### src/rtl/shower_win.sv
// Anode shower detector: windowed hit/layer counts classified against three hit thresholds, 2 clocks latency.
// No backpressure; one classification per clock. Optional dead time after a shower under SHOWER_HOLDOFF_EN.
module shower_win #(
   parameter int NLY = 6,
   parameter int NW  = 32,
   parameter int CW  = 10,
   parameter int WIN = 1,
   localparam int LYW = $clog2(NLY + 1)
) (
   input  logic              clk,
   input  logic              rst,
   input  logic [NLY*NW-1:0] ly,
   input  logic [CW-1:0]     th_loose,
   input  logic [CW-1:0]     th_nominal,
   input  logic [CW-1:0]     th_tight,
   input  logic [LYW-1:0]    ly_th,
   input  logic [7:0]        holdoff,
   output logic [1:0]        shower_int,
   output logic [CW-1:0]     shower_cnt,
   output logic [LYW-1:0]    shower_lyc
);

   localparam int PW = $clog2(NLY * NW + 1);
   localparam logic [CW+2:0] SMAX = {3'b000, {CW{1'b1}}};

   logic [PW-1:0]  pc;
   logic [CW-1:0]  h_in;
   logic [NLY-1:0] m_in;
   logic [CW-1:0]  h [WIN];
   logic [NLY-1:0] m [WIN];

   logic [CW+2:0]  sum;
   logic [NLY-1:0] mor;
   logic [LYW-1:0] lyc_d;
   logic [CW-1:0]  win_cnt;
   logic [LYW-1:0] win_lyc;
   logic [1:0]     code;

   always_comb begin
      pc = '0;
      for (int i = 0; i < NLY * NW; i++) pc = pc + PW'(ly[i]);
      if (int'(pc) > (2 ** CW) - 1) h_in = '1;
      else                          h_in = CW'(pc);
      for (int i = 0; i < NLY; i++) m_in[i] = |ly[i*NW +: NW];
   end

   always_ff @(posedge clk or posedge rst) begin
      if (rst) begin
         for (int j = 0; j < WIN; j++) begin
            h[j] <= '0;
            m[j] <= '0;
         end
      end else begin
         h[0] <= h_in;
         m[0] <= m_in;
         for (int j = 1; j < WIN; j++) begin
            h[j] <= h[j-1];
            m[j] <= m[j-1];
         end
      end
   end

   // A layer seen in any crossing of the window counts once.
   always_comb begin
      sum = '0;
      mor = '0;
      for (int j = 0; j < WIN; j++) begin
         sum = sum + {3'b000, h[j]};
         mor = mor | m[j];
      end
      lyc_d = '0;
      for (int i = 0; i < NLY; i++) lyc_d = lyc_d + LYW'(mor[i]);
   end

   always_ff @(posedge clk or posedge rst) begin
      if (rst) begin
         win_cnt <= '0;
         win_lyc <= '0;
      end else begin
         win_cnt <= (sum > SMAX) ? '1 : sum[CW-1:0];
         win_lyc <= lyc_d;
      end
   end

   always_comb begin
      code = 2'd0;
      if (win_lyc >= ly_th) begin
         if (win_cnt >= th_tight)        code = 2'd3;
         else if (win_cnt >= th_nominal) code = 2'd2;
         else if (win_cnt >= th_loose)   code = 2'd1;
      end
   end

`ifdef SHOWER_HOLDOFF_EN
   logic [7:0] hold_cnt;

   always_ff @(posedge clk or posedge rst) begin
      if (rst) begin
         shower_int <= 2'd0;
         shower_cnt <= '0;
         shower_lyc <= '0;
         hold_cnt   <= 8'd0;
      end else begin
         shower_cnt <= win_cnt;
         shower_lyc <= win_lyc;
         if (hold_cnt != 8'd0) begin
            shower_int <= 2'd0;
            hold_cnt   <= hold_cnt - 8'd1;
         end else begin
            shower_int <= code;
            if (code != 2'd0) hold_cnt <= holdoff;
         end
      end
   end
`else
   logic unused_holdoff;
   assign unused_holdoff = ^holdoff;

   always_ff @(posedge clk or posedge rst) begin
      if (rst) begin
         shower_int <= 2'd0;
         shower_cnt <= '0;
         shower_lyc <= '0;
      end else begin
         shower_int <= code;
         shower_cnt <= win_cnt;
         shower_lyc <= win_lyc;
      end
   end
`endif

endmodule

### config.mk
export PLATFORM = sky130hd
export DESIGN_NAME = shower_win
export DESIGN_NICKNAME = d
export VERILOG_FILES = /design/src/rtl/shower_win.sv
export SDC_FILE = /design/constraint.sdc
export NUM_CORES = 1
export LEC_CHECK = 0
export CAP_MARGIN = 10
export CORE_MARGIN = 4
export CORE_UTILIZATION = 30
export CTS_BUF_LIST = sky130_fd_sc_hd__clkbuf_16
export DETAILED_ROUTE_END_ITERATION = 10
export PLACE_DENSITY = 0.68
export SKIP_CTS_REPAIR_TIMING = 1
export SLEW_MARGIN = 15
export SYNTH_ARGS = -nofsm -noshare
export SYNTH_HDL_FRONTEND = slang
export SYNTH_SLANG_ARGS = --single-unit
### constraint.sdc
create_clock -name clk -period 2 [get_ports clk]
set_input_delay 0.2 -clock clk [delete_from_list [all_inputs] [get_ports clk]]
set_output_delay 0.2 -clock clk [all_outputs]
set_load 0.02 [all_outputs]
==> flow_metrics.tcl <==
set metrics [dict create \
    cap_violations 0 \
    antenna_found_initial 1 \
    timing.final.ws_setup_ns -5.36 \
    postSynthAreaPerCell_um2 10.2 \
    worstReg2RegStart "m[0]" \
    arrival_ns 7.53 \
    die_x_um 165 \
    cp.required_ns 2.17 \
    cp_common_cell "fa_1" \
    syn_area_um2 7370 \
    drive_gt1_frac 0.175 \
    path_clk_slew_ns 0.06 \
    criticalPathCategory "input pin to flop" \
    root_buffer "clkbuf_16" \
    fin_hold_ws_ns 0.260 \
    setup_viol 10 \
    cp-start-kind "input pin" \
    slowest_delay_ns 0.57 \
    die-area_um2 27100 \
    post-route-util 0.460 \
    wl_per_cell_um 17.1 \
    cts_sinks 38 \
    final-seq-area_um2 951 \
    die_h_um 165 \
    ys_seq_elements 38 \
    dr_total_vias 5802 \
    endpoint_kind "flop" \
    ys_async_sr_fraction 1.00 \
    num_rows 57 \
    hold_viol 0 \
    status "finished with violations" \
    max_slew_margin 0.566 \
    io_buffer_count 239 \
    synth_cells 722 \
    synthTopCellsByArea "fa_1 49%, inv_1 16%, dfrtp_1 13%" \
    slowest_stage "fa_1" \
    drc 0 \
    first_pass_iters 4 \
    synth_commonest_cells "317 x inv_1, 181 x fa_1, 61 x ha_1, 46 x nor4_1, 38 x dfrtp_1" \
    yosysMostFrequentCell "inv_1" \
    via_per_inst 4.24 \
    post-route-period-util 3.68 \
    synth-edff-count 0 \
    report.final.slew_viol_count 0 \
    grt_pass1_vias 6664 \
    cts_buffers 5 \
    path_max_fanout 2 \
    htree_levels 2 \
    fin_cells 1367 \
    synth_cell_types 36 \
    num-fill-cells 2267 \
    synth_seq_area_share 0.129 \
    drt_wl_total_mm 23.4 \
    worst_pin_slew_ns 0.645 \
    yosysTopAreaCell "fa_1" \
    synthFlopType "dfrtp_1" \
    fin_skew_ns 0.00535 \
    crit_family "adder cells" \
    io_pins 250 \
    grt_pass1_wl_mm 36.2 \
    violations "setup timing" \
    syn_to_final_growth_pct 51.3 \
    reg2regPathDepth 6 \
    grt_overflow 0 \
    synth_top_area_frac 0.491 \
    track_usage 0.176 \
    grt_max_degree 17 \
    placed_cells 1356 \
    fin_nets 1518 \
    path_buf_inv 10 \
    postRouteAntennaNets 0 \
    core_area_um2 24200 \
    reg2reg_setup_slack_ns -0.22 \
    max_freq_mhz 136 \
    insertion_delay_ns 0.29 \
    min-delay-path-class "input pin to async pin" \
    drt_iter0_markers 281 \
    r2r-end "win_lyc[1]" \
    dp_hpwl_mm 21.9 \
    finalWeightedCongestion 0.922 \
    multi_input_area_um2 5320 \
    yosysWarnings 0 \
    initial_utilization 0.304 \
    final.min_clock_period_ns 7.36 \
    clockBufferDepth 2 \
    rsz0062_at_grt "yes" \
    cts_tree "built" \
]
-- layer usage --
metal  up-vias  global-route usage  routed length (µm)
met1      2831               0.237                9900
li1       2723                   -                   -
met5         -                   0                   0
met3        24              0.0287                1670
met2       224               0.301               11300
met4         0              0.0393                 433
-- stage by stage --
stage / instance area (µm²) / setup TNS, ns / worst slack [ns]
global placement: 10700 / -45.13 / -5.86
global route: 11200 / -42.37 / -5.59
floorplan: 7420 / -38.18 / -5.10
detailed placement: 10700 / -45.68 / -5.95
CTS: 10900 / -43.00 / -5.66
finish: 11200 / -40.67 / -5.36
-- logic make-up (layout without fill, tap and decap cells) --
family / Yosys count / in the layout / share of synthesized area
buffers and inverters: 319 / 638 / 0.163
and+or+nand+nor: 82 / 82 / 0.0684
xor gates and xnor gates: 6 / 6 / 0.00713
AOI/OAI and AO/OA: 34 / 34 / 0.0367
other: 1 / 3 / 0.000509
adders and majority gates: 242 / 242 / 0.595
DFF: 38 / 38 / 0.129
-- cell usage in the layout, fill, tap and decap left out, types with 12 or more instances in the layout --
cell / count
ha_1: 59
inv_1: 276
dlymetal6s2s_1: 81
fa_1: 159
clkdlybuf4s50_1: 143
nor4_1: 46
buf_4: 74
clkbuf_2: 12
inv_2: 40
dfrtp_1: 38
fa_2: 22
-- how the worst max path moves through the flow --
stage / start / end / slack, ns / cells past startpoint
after floorplan: ly[155] / h[7] / -5.10 / 26
after global placement: ly[173] / h[6] / -5.86 / 29
after detailed placement: ly[173] / h[6] / -5.95 / 29
after CTS: ly[173] / h[6] / -5.66 / 29
after global routing: ly[61] / h[6] / -5.59 / 29
final: ly[51] / h[6] / -5.36 / 29
-- cell type report --
class | count | area share
clock buffers | 5 | 0.0112
flip-flops and latches | 38 | 0.0852
multi-input cells | 366 | 0.477
diodes | 1 | 0.000224
repair buffers | 313 | 0.277
well taps | 324 | 0.0363
inverters | 317 | 0.107
clock inverters | 3 | 0.00617
-- worst register-to-register path, delay by kind of cell, from the launching register on --
kind	cells	cell delay, ns
flip-flops	1	0.38
adder cells (fa/ha/maj)	4	1.67
buffers and inverters	2	0.09
-- state kept, by name (all words and copies together) (netlist names) --
name,cells
shower_cnt,8
win_lyc,3
win_cnt,8
shower_lyc,3
shower_int,2
h,8
m,6
Power is left out: the tool's default activity adds up to more than one toggle a clock period on the data nets, which glitch-free logic cannot reach.
